==> config.mk <==
export PLATFORM = sky130hd
export DESIGN_NAME = instr_sequencer
export DESIGN_NICKNAME = d
export VERILOG_FILES = /design/src/rtl/instr_sequencer.sv
export SDC_FILE = /design/constraint.sdc
export NUM_CORES = 1
export LEC_CHECK = 0
export BUFFER_PORTS_ARGS = -buffer_cell sky130_fd_sc_hd__buf_2
export CORE_MARGIN = 1
export CORE_UTILIZATION = 50
export DETAILED_ROUTE_END_ITERATION = 16
export PLACE_DENSITY_LB_ADDON = 0.05
export SLEW_MARGIN = 5
export SYNTH_ARGS = -nofsm -noshare
export SYNTH_HDL_FRONTEND = slang
export SYNTH_SLANG_ARGS = --single-unit
==> constraint.sdc <==
create_clock -name CLK -period 2.7 [get_ports CLK]
set_input_delay 0.54 -clock CLK [delete_from_list [all_inputs] [get_ports CLK]]
set_output_delay 0.54 -clock CLK [all_outputs]
set_load 0.02 [all_outputs]
==> src/rtl/instr_sequencer.sv <==
// Multi-cycle instruction sequencer: owns the program counter and steps each instruction
// through fetch, decode, execute, optional data-memory access and writeback.
module instr_sequencer #(
   parameter int unsigned     PC_W       = 10,
   parameter int unsigned     CNT_W      = 16,
   parameter logic [PC_W-1:0] START_ADDR = '0
) (
   input  logic              CLK,
   input  logic              reset_n,
   input  logic              start,
   input  logic              imem_ready,
   input  logic              halt,
   input  logic              branch,
   input  logic              branch_taken,
   input  logic [PC_W-1:0]   branch_target,
   input  logic              mem_access,
   input  logic              mem_ready,
   output logic [PC_W-1:0]   pc,
   output logic              imem_req,
   output logic              ir_load,
   output logic              exec_en,
   output logic              mem_req,
   output logic              reg_wr_en,
   output logic              done,
   output logic [CNT_W-1:0]  cycle_count,
   output logic [CNT_W-1:0]  instr_count
);

   typedef enum logic [2:0] {
      IDLE   = 3'd0,
      FETCH  = 3'd1,
      DECODE = 3'd2,
      EXEC   = 3'd3,
      MEM    = 3'd4,
      WB     = 3'd5,
      HALTED = 3'd6
   } state_t;

   localparam logic [CNT_W-1:0] CNT_MAX = '1;

   state_t state;
   state_t state_n;
   logic   go;
   logic   retire;
   logic   active;

   assign active = (state == FETCH) || (state == DECODE) || (state == EXEC) ||
                   (state == MEM)   || (state == WB);

   // State register
   always_ff @(posedge CLK) begin
      if (!reset_n) state <= IDLE;
      else          state <= state_n;
   end

   // Next-state logic plus the start and retire events that steer pc and counters
   always_comb begin
      state_n = state;
      go      = 1'b0;
      retire  = 1'b0;
      unique case (state)
         IDLE, HALTED: begin
            if (start) begin
               state_n = FETCH;
               go      = 1'b1;
            end
         end
         FETCH:  if (imem_ready) state_n = DECODE;
         DECODE: begin
            if (halt) begin
               state_n = HALTED;
               retire  = 1'b1;
            end else begin
               state_n = EXEC;
            end
         end
         EXEC:   state_n = mem_access ? MEM : WB;
         MEM:    if (mem_ready) state_n = WB;
         WB: begin
            state_n = FETCH;
            retire  = 1'b1;
         end
         default: state_n = IDLE;
      endcase
   end

   // Strobes are registered decodes of the state being entered
   always_ff @(posedge CLK) begin
      if (!reset_n) begin
         imem_req  <= 1'b0;
         ir_load   <= 1'b0;
         exec_en   <= 1'b0;
         mem_req   <= 1'b0;
         reg_wr_en <= 1'b0;
         done      <= 1'b0;
      end else begin
         imem_req  <= (state_n == FETCH);
         ir_load   <= (state_n == DECODE);
         exec_en   <= (state_n == EXEC);
         mem_req   <= (state_n == MEM);
         reg_wr_en <= (state_n == WB);
         done      <= (state_n == HALTED);
      end
   end

   // Program counter and saturating run counters
   always_ff @(posedge CLK) begin
      if (!reset_n) begin
         pc          <= START_ADDR;
         cycle_count <= '0;
         instr_count <= '0;
      end else if (go) begin
         pc          <= START_ADDR;
         cycle_count <= '0;
         instr_count <= '0;
      end else begin
         if (state == WB)
            pc <= (branch && branch_taken) ? branch_target : pc + PC_W'(1);
         if (active && (cycle_count != CNT_MAX))
            cycle_count <= cycle_count + CNT_W'(1);
         if (retire && (instr_count != CNT_MAX))
            instr_count <= instr_count + CNT_W'(1);
      end
   end

endmodule
==> results of run 1 <==
-- final timing paths --
kind,to,slack [ns],cells past startpoint
worst max-delay path,cycle_count[12],0.47,5
worst min-delay path,pc[1],0.49,3
worst max register to register,cycle_count[12],0.47,5
worst min register to register,cycle_count[13],0.51,2
-- Yosys cell counts (all sizes together), types with 2 or more instances --
cell type  count
o21a           2
and4           4
or3            7
o31ai         15
o21ai         17
ha             3
nor3          12
o2111a         2
or2            2
a21oi         35
and2           7
nand4         11
nor2          10
o211ai         5
nand2b        12
inv            5
a31oi          7
nor4           6
clkbuf        13
nand3         23
mux2i          9
dfxtp         51
or4           13
o2111ai        2
a311oi         2
and3           7
nand2         33
a31o           2
buf            6
a211oi         7
-- kinds of logic after synthesis --
family | Yosys count
mux | 9
compound gates | 108
flops | 51
buf+inv | 24
simple gates | 154
fa+ha+maj | 3
xor+xnor | 1
-- metal layers --
layer,global-route usage [%],wire length [µm],vias to the layer above,part of all wire (%)
met3,4.524,367,5,5.3
met5,0,0,-,0
li1,-,-,1473,-
met2,39.73,3112,103,45
met1,31.80,3423,1324,49
met4,5.283,47,0,0.68
-- registers in the layout, indices dropped and copies added (netlist names) --
register	cells
pc	10
mem_req	1
reg_wr_en	1
ir_load	1
exec_en	1
cycle_count	16
done	1
state	3
instr_count	16
imem_req	1
-- through the flow --
stage	utilization, %	cells	hold WS, ns	instance area [µm²]	power, W
2_1_floorplan	-	350	0.5581	2819	0.0009187
3_3_place_gp	61.04	473	0.4805	3217	0.0009760
3_5_place_dp	61.04	473	0.4954	3217	0.0009783
4_1_cts	63.27	481	0.4874	3334	0.001538
5_1_grt	63.27	481	0.5180	3334	0.001583
6_report	63.27	481	0.4914	3334	0.001526
-- cells in the final DEF (no fill, tap or decap), types with 4 or more instances in the layout --
cell type and count:
sky130_fd_sc_hd__o21ai_0 16, sky130_fd_sc_hd__buf_2 66, sky130_fd_sc_hd__o31ai_1 15, sky130_fd_sc_hd__buf_4 5, sky130_fd_sc_hd__and4_1 4, sky130_fd_sc_hd__nand3_1 23, sky130_fd_sc_hd__a211oi_1 7, sky130_fd_sc_hd__and2_1 6
sky130_fd_sc_hd__dfxtp_1 51, sky130_fd_sc_hd__nor3_1 12, sky130_fd_sc_hd__a31oi_1 7, sky130_fd_sc_hd__nand2_1 33, sky130_fd_sc_hd__or3_1 7, sky130_fd_sc_hd__clkbuf_8 6, sky130_fd_sc_hd__inv_1 5, sky130_fd_sc_hd__nor4_1 6
sky130_fd_sc_hd__nand2b_1 12, sky130_fd_sc_hd__mux2i_1 9, sky130_fd_sc_hd__o211ai_1 5, sky130_fd_sc_hd__nand4_1 11, sky130_fd_sc_hd__and3_1 7, sky130_fd_sc_hd__nor2_1 10, sky130_fd_sc_hd__or4_1 13, sky130_fd_sc_hd__a21oi_1 35
-- report_power, final --
group,internal (W),leakage [nW],switching (W)
Sequential,0.000765,0.412,0.0000210
Combinational,0.0000680,0.757,0.000110
Clock,0.000300,0.0612,0.000262
Total,0.00113,1.23,0.000393
-- final cells by class --
type,count,area (µm²)
timing repair buffer,72,387.9
sequential,51,1021
inverter,5,18.77
clock inverter,2,35.03
fill,485,1936
tap,70,87.58
clock buffer,6,82.58
multi-input combinational,275,1702
-- critical path: cells and delay by family, from the launching register on --
kind / cells / cell delay (ns)
adders and majority gates: 1 / 0.27
AOI/OAI and AO/OA: 1 / 0.15
and+or+nand+nor: 3 / 1.34
DFF: 1 / 0.41
==> impl_metrics.toml, run 1 <==
[timing]
timing.final.crit_period_ns = 2.229
setup-tns-final_ns = 0
max_clock_freq_mhz = 448.7
final-hold-violation-count = 0
worst_slew_margin_rel_pct = 58.76
finalCritPeriodShare_pct = 82.55
grt_setup_unrepaired = "false"
worst_slack_setup_final_ns = 0.4713
max_slew.worst_pin.slew_ns = 0.6139
clock-skew-final_ns = 0.007118
slew_violations = 0
final_setup_violating_endpoints = 0

[synth]
synthTopCellsByArea = "sky130_fd_sc_hd__dfxtp_1, sky130_fd_sc_hd__a21oi_1, sky130_fd_sc_hd__nand2_1, sky130_fd_sc_hd__nand3_1, sky130_fd_sc_hd__o31ai_1"
synth_simple_gate_area_share_pct = 30.54
async_reset_ff_share_pct = 0
synth_compound_area_share_pct = 24.86
post_synth_mux_area_share_pct = 3.196
synth_top_family_by_area = "simple AND/OR/NAND/NOR gates"
synth.ff_latch_count = 51
netlist_area_um2 = 2819
proportion_of_synthesized_chip_area_in_sequential_cells_pct = 36.22
synth_xor_xnor_area_share_pct = 0.3107
number_of_flops_mapped_to_enable_cells_by_yosys = 0
synthesis.nets = 372
synth_fa_ha_area_share_pct = 1.332
post_synth_num_cell_types = 53
synth_top_flop_cell = "sky130_fd_sc_hd__dfxtp_1"
synth_top_area_share_pct = 36.22
number_of_instances_in_the_synthesized_netlist = 350
synthesized_area_divided_by_synthesized_cell_count_um2 = 8.054
synth_top_area_cell = "sky130_fd_sc_hd__dfxtp_1"
ys_warn_count = 0

[run]
maxCapViolations = 0

[worst_setup_path]
timing_worst_setup_path_type = "flip-flop to flip-flop"
critical_path_arrival_ns = 2.47
cp-startpoint = "cycle_count[0]"
critPathMaxStageDelay_ns = 0.58
path_common_cell = "sky130_fd_sc_hd__or4_1"
worst_path_max_delay_cell = "sky130_fd_sc_hd__or4_1"
crit-reg2reg-launch = "cycle_count[0]"
crit_path_max_fanout = 8
startpoint_class_of_the_critical_path = "flip-flop"
path_cells = "ha_1 > nand4_1 > or4_1 > or4_1 > a21oi_1"
crit_required_ns = 2.94
worst_setup_path_end_kind = "flip-flop"

[routing]
avgViaCountPerCell = 6.040
drt-wirelength-per-cell_um = 14.45
ant_nets = 0
via_count = 2905
finalWirelength_um = 6951
detailedRoute.firstIterationViolations = 136
drcViolationCount = 0
first_pass_iters = 4

[grt]
grt_pass1_wl_um = 11750
grt-ovfl-total = 0
grt_antenna_before_repair = 0
grt_pass1_vias = 2544
global_route.usage.total_pct = 23.84
grt_start_max_net_pins = 24

[cts]
holdBufCountCts = 0
worst_skew_pair.late_latency_ns = 0.31
tritoncts_clock_tree = "yes"
clk_path_buf_depth = 2
ctsRootBufferMaster = "sky130_fd_sc_hd__clkbuf_8"
cts.htree.levels = 2
cts_made_buffers = 5
clkTransAtPathRegs_ns = 0.09
numClockSinks = 51
cts_post_setup_buffers_inserted = 0
post_cts_resized = 0

[final_layout]
drive_above_1_share_pct = 20.92
synthToLayoutAreaGrowth_pct = 18.29
final_net_count = 432
diodes = 0

[status]
outcome = "complete, no violations"

[power]
power.density_cell_area_nw_per_um2 = 457.6
vdd_drop_max_mv = 0.2481
leakagePower_nw = 1.230

[die]
floorplan.die.height_um = 77.09
start_util_pct = 53.49
die_x_um = 77.09
floorplan.die_area_um2 = 5942
fp.coreArea_um2 = 5270
num_io_pins = 67
row_count = 26

[place]
globalplace.congestion = 0.8516
place_worst_setup_slack_ns = 0.5230
dp.final_hpwl_um = 4868
placement.io_buffers = 66

[min_path]
hold_path.class = "input port to flip-flop"
hp_start = "branch_target[1]"
No activity file was read; power rests on OpenSTA's default activity.
==> run 2: changes to the inputs <==
CORE_UTILIZATION = 48   (was 50)
clock period = 1.8 ns   (was 2.7 ns; I/O delays follow)
==> impl_metrics.toml, run 2 (same netlist as run 1, synthesis figures left out) <==
[die]
floorplan.die.height_um = 78.64
num_io_pins = 67
die_x_um = 78.64
fp.coreArea_um2 = 5574
start_util_pct = 50.57
row_count = 27
floorplan.die_area_um2 = 6183

[final_layout]
drive_above_1_share_pct = 33.85
diodes = 0
final_net_count = 473
top_regs = "cycle_count (16), instr_count (16), pc (10)"
num-fill-cells = 500
synthToLayoutAreaGrowth_pct = 32.76
layout_common_cells = "sky130_fd_sc_hd__buf_2, sky130_fd_sc_hd__buf_4, sky130_fd_sc_hd__dfxtp_1, sky130_fd_sc_hd__nand2_1, sky130_fd_sc_hd__a21oi_1"
mostFrequentLayoutCell = "sky130_fd_sc_hd__buf_2"
layout.cell_area.non_filler_um2 = 3742

[grt]
grt-ovfl-total = 0
global_route.usage.total_pct = 24.37
grt_antenna_before_repair = 0
grt_pass1_vias = 2707
grt_pass1_wl_um = 12120
grt_start_max_net_pins = 21

[min_path]
timing.hold.worst_endpoint = "pc[0]"
cells_on_worst_hold_path = 3
hp_start = "branch_target[0]"
hold_path.class = "input port to flip-flop"

[routing]
avgViaCountPerCell = 5.855
first_pass_iters = 4
via_count = 3068
ant_nets = 0
detailedRoute.firstIterationViolations = 153
drt-wirelength-per-cell_um = 13.90
finalWirelength_um = 7286
drcViolationCount = 0

[cts]
cts_made_buffers = 5
numClockSinks = 51
clk_path_buf_depth = 2
clkTransAtPathRegs_ns = 0.10
cts.htree.levels = 2
ctsRootBufferMaster = "sky130_fd_sc_hd__clkbuf_8"
worst_skew_pair.late_latency_ns = 0.31
cts_post_setup_buffers_inserted = 0
tritoncts_clock_tree = "yes"

[worst_setup_path]
startpoint_class_of_the_critical_path = "flip-flop"
crit_required_ns = 2.05
timing_worst_setup_path_type = "flip-flop to flip-flop"
critical_path_arrival_ns = 2.06
worst_r2r_endpoint = "cycle_count[12]"
crit-reg2reg-launch = "cycle_count[1]"
ff2ff_path_depth = 5
reg2reg_slack_ns = -0.004
crit_path_max_fanout = 7
worst_setup_path_end_kind = "flip-flop"

[power]
leakagePower_nw = 1.435
vdd_drop_max_mv = 0.4836
power.density_cell_area_nw_per_um2 = 578.7
power_w = 0.002166

[timing]
slew_violations = 0
worst_slew_margin_rel_pct = 71.06
hold_ws_ns = 0.3164
worst_slack_setup_final_ns = -0.004416
final-hold-violation-count = 0
final_setup_violating_endpoints = 1
timing.final.crit_period_ns = 1.804
max_slew.worst_pin.slew_ns = 0.4301
clock-skew-final_ns = 0.006771
max_clock_freq_mhz = 554.2
finalCritPeriodShare_pct = 100.2
grt_setup_unrepaired = "true"

[place]
placement.io_buffers = 66
detailed_place.area_um2 = 3562
dp.final_hpwl_um = 5428
globalplace.congestion = 0.8362

[run]
maxCapViolations = 0

[status]
outcome = "finished with violations"
failed_checks = "setup timing"
-- run 2: changes by cell type in the layout (fill, tap and decap cells not counted), moves of 3 or more --
cell and change:
sky130_fd_sc_hd__nor4_1 -4, sky130_fd_sc_hd__buf_4 +37, sky130_fd_sc_hd__dfxtp_4 +3, sky130_fd_sc_hd__dfxtp_2 +9, sky130_fd_sc_hd__or4_1 -3, sky130_fd_sc_hd__dfxtp_1 -12, sky130_fd_sc_hd__or4_4 +3, sky130_fd_sc_hd__nor4_2 +4
-- run 2: how the worst max path moves through the flow --
stage,from,end,slack [ns],cells after the start
after floorplan,cycle_count[0],cycle_count[14],-0.16,6
after global placement,state[2],cycle_count[12],-0.006,4
after detailed placement,cycle_count[0],cycle_count[14],-0.06,5
after CTS,cycle_count[1],cycle_count[12],-0.02,5
after global routing,cycle_count[1],cycle_count[12],-0.07,5
final,cycle_count[1],cycle_count[12],-0.004,5
-- run 2: stage by stage --
stage	worst slack (ns)	instances	TNS, ns	util (%)
after detailed placement	-0.05928	515	-0.1388	63.91
after floorplan	-0.1577	350	-0.5105	-
after global routing	-0.06942	524	-0.1307	67.14
after CTS	-0.01545	523	-0.02050	65.75
after global placement	-0.006366	515	-0.01122	63.91
final	-0.004416	524	-0.004416	67.14
-- run 2: power by group --
part	total (W)	leakage [nW]	internal, W	switching (W)
combinational	0.000350	0.975	0.000149	0.000201
sequential	0.00116	0.418	0.00115	0.0000121
clock	0.000657	0.0412	0.000273	0.000384
-- run 2: what timing repair did --
action | in CTS | in global routing
resized for setup | 4 | 17
cloned | 0 | 1
hold buffers | 0 | 0
endpoints found under the setup margin | 6 | 19
endpoints found under the hold margin | 0 | 0
pin swaps | 2 | 4
-- run 2: critical path, cell delays in order (launching register included) --
cell and delay, ns:
sky130_fd_sc_hd__dfxtp_4 0.37, sky130_fd_sc_hd__ha_4 0.13, sky130_fd_sc_hd__nand4_1 0.12, sky130_fd_sc_hd__or4_4 0.48, sky130_fd_sc_hd__or4_4 0.53, sky130_fd_sc_hd__a21oi_2 0.13
-- run 2: final cells by class --
| class | count | area [µm²] | share of cell area [%] |
|---|---|---|---|
| clock buffer | 6 | 72.57 | 1.939 |
| inverter | 5 | 18.77 | 0.5015 |
| sequential | 51 | 1044 | 27.88 |
| tap | 72 | 90.09 | 2.407 |
| clock inverter | 2 | 12.51 | 0.3343 |
| timing repair buffer | 113 | 713.2 | 19.06 |
| multi-input combinational | 275 | 1792 | 47.88 |
-- run 2: metal layers --
layer / routed length (µm) / vias up / track usage (%)
li1: - / 1553 / -
met1: 3515 / 1442 / 32.05
met2: 3426 / 69 / 40.96
met3: 277 / 4 / 4.186
met4: 66 / 0 / 6.296
met5: 0 / - / 0
==> run 3: changes to the inputs <==
PLACE_DENSITY = 0.85   (was not set)
PLACE_DENSITY_LB_ADDON = not set   (was 0.05)
SLEW_MARGIN = 20   (was 5)
TNS_END_PERCENT = 50   (was not set)
==> impl_metrics.toml, run 3 (same netlist as run 1, synthesis figures left out) <==
[status]
outcome = "finished with violations"
failed_checks = "setup timing"

[timing]
final_setup_violating_endpoints = 1
max_clock_freq_mhz = 547.4
slew_violations = 0
worst_slew_margin_rel_pct = 69.29
setup-tns-final_ns = -0.02677
clock-skew-final_ns = 0.01110
worst_slack_setup_final_ns = -0.02677
max_slew.worst_pin.slew_ns = 0.4606
grt_setup_unrepaired = "true"
timing.final.crit_period_ns = 1.827
final-hold-violation-count = 0
finalCritPeriodShare_pct = 101.5

[routing]
avgViaCountPerCell = 6.104
drcViolationCount = 0
finalWirelength_um = 8013
via_count = 3217
detailedRoute.firstIterationViolations = 168
first_pass_iters = 4
ant_nets = 0
drt-wirelength-per-cell_um = 15.20

[cts]
ctsRootBufferMaster = "sky130_fd_sc_hd__clkbuf_8"
cts_made_buffers = 5
cts.htree.levels = 2
tritoncts_clock_tree = "yes"
clk_path_buf_depth = 2
holdBufCountCts = 0
clkTransAtPathRegs_ns = 0.10
worst_skew_pair.late_latency_ns = 0.31
numClockSinks = 51
cts_post_setup_buffers_inserted = 0

[power]
vdd_drop_max_mv = 0.3771
leakagePower_nw = 1.471
power.density_cell_area_nw_per_um2 = 643.5

[grt]
grt_start_max_net_pins = 24
grt_busiest_layer = "met2"
met1_demand_to_capacity_share_in_global_routing_pct = 34.54
grt-ovfl-total = 0
global_route.usage.total_pct = 25.89
grt_use_met2_pct = 41.57
globalRouteMet3Util_pct = 4.767
grt_pass1_wl_um = 12970
grt_pass1_vias = 2793
grt_antenna_before_repair = 0

[worst_setup_path]
ff2ff_path_depth = 5
critPathMaxStageDelay_ns = 0.53
path_common_cell = "sky130_fd_sc_hd__or4_4"
worst_path_max_delay_cell = "sky130_fd_sc_hd__or4_4"
cp.buffers_inverters = 0
critical_path_depth = 5
crit_required_ns = 2.05
crit_path_max_fanout = 6
worst_setup_path_end_kind = "flip-flop"
crit_family = "simple AND/OR/NAND/NOR gates"
critical_path_arrival_ns = 2.08
path_cells = "ha_4 > nand4_1 > or4_4 > or4_4 > a21oi_2"
crit-reg2reg-launch = "cycle_count[0]"
timing_worst_setup_path_type = "flip-flop to flip-flop"
startpoint_class_of_the_critical_path = "flip-flop"
reg2reg_slack_ns = -0.03
cp-startpoint = "cycle_count[0]"

[run]
maxCapViolations = 0

[final_layout]
diodes = 0
layout_common_cells = "sky130_fd_sc_hd__buf_2, sky130_fd_sc_hd__buf_4, sky130_fd_sc_hd__dfxtp_1, sky130_fd_sc_hd__nand2_1, sky130_fd_sc_hd__a21oi_1"
final_net_count = 476
top_regs = "cycle_count (16), instr_count (16), pc (10)"
synthToLayoutAreaGrowth_pct = 34.35
mostFrequentLayoutCell = "sky130_fd_sc_hd__buf_2"
layout.cell_area.non_filler_um2 = 3787
drive_above_1_share_pct = 33.41

[place]
placement.io_buffers = 66
globalplace.congestion = 0.8697
place_worst_setup_slack_ns = -0.05164
dp.final_hpwl_um = 5691
detailed_place.area_um2 = 3575

[min_path]
hp_start = "branch_target[0]"
hold_path.class = "input port to flip-flop"
cells_on_worst_hold_path = 3

[die]
fp.coreArea_um2 = 5574
num_io_pins = 67
floorplan.die.height_um = 78.64
start_util_pct = 50.57
die_x_um = 78.64
floorplan.die_area_um2 = 6183
row_count = 27
==> run 3: cell types whose count changed in the layout (fill, tap and decap cells not counted), moves of 2 or more <==
cell and delta:
sky130_fd_sc_hd__buf_4 +4, sky130_fd_sc_hd__dfxtp_2 -3, sky130_fd_sc_hd__dfxtp_1 +4, sky130_fd_sc_hd__bufinv_16 +2
==> run 3: per-stage QoR <==
| stage | utilization [%] | std cells | hold WS (ns) | power, W |
|---|---|---|---|---|
| floorplan | - | 350 | 0.4817 | 0.001381 |
| global placement | 64.13 | 519 | 0.5018 | 0.001491 |
| detailed placement | 64.13 | 519 | 0.5223 | 0.001504 |
| CTS | 66.60 | 527 | 0.3206 | 0.002438 |
| global route | 67.95 | 527 | 0.3358 | 0.002534 |
| finish | 67.95 | 527 | 0.3227 | 0.002437 |
==> run 3: final cells by class <==
class,instances,area [µm²]
Clock buffer,6,72.57
Clock inverter,2,60.06
Fill cell,475,1787
Inverter,5,18.77
Multi-Input combinational cell,275,1780
Sequential cell,51,1036
Tap cell,72,90.09
Timing Repair Buffer,116,729.5
==> run 3: final timing paths <==
kind,end
setup / recovery,cycle_count[14]
hold / removal,pc[0]
setup reg to reg,cycle_count[14]
hold reg to reg,pc[0]
==> run 3: repair_timing <==
item | in CTS | in global routing
resized for setup | 2 | 18
pin swaps | 0 | 9
endpoints found under the setup margin | 5 | 16
==> run 3: routing by layer <==
layer / up-vias / wire length [µm]
li1: 1566 / -
met1: 1531 / 3642
met2: 112 / 3831
met3: 8 / 455
met4: 0 / 82
met5: - / 0
==> run 3: worst reg2reg max path: stages, from the launching register on <==
cell and delay [ns]:
sky130_fd_sc_hd__dfxtp_4 0.37, sky130_fd_sc_hd__ha_4 0.13, sky130_fd_sc_hd__nand4_1 0.12, sky130_fd_sc_hd__or4_4 0.47, sky130_fd_sc_hd__or4_4 0.53, sky130_fd_sc_hd__a21oi_2 0.15
==> run 3: power by group <==
group / internal, W / switching, W / total [W]
logic: 0.000130 / 0.000203 / 0.000333
registers: 0.00115 / 0.0000140 / 0.00116
clock network: 0.000556 / 0.000387 / 0.000942
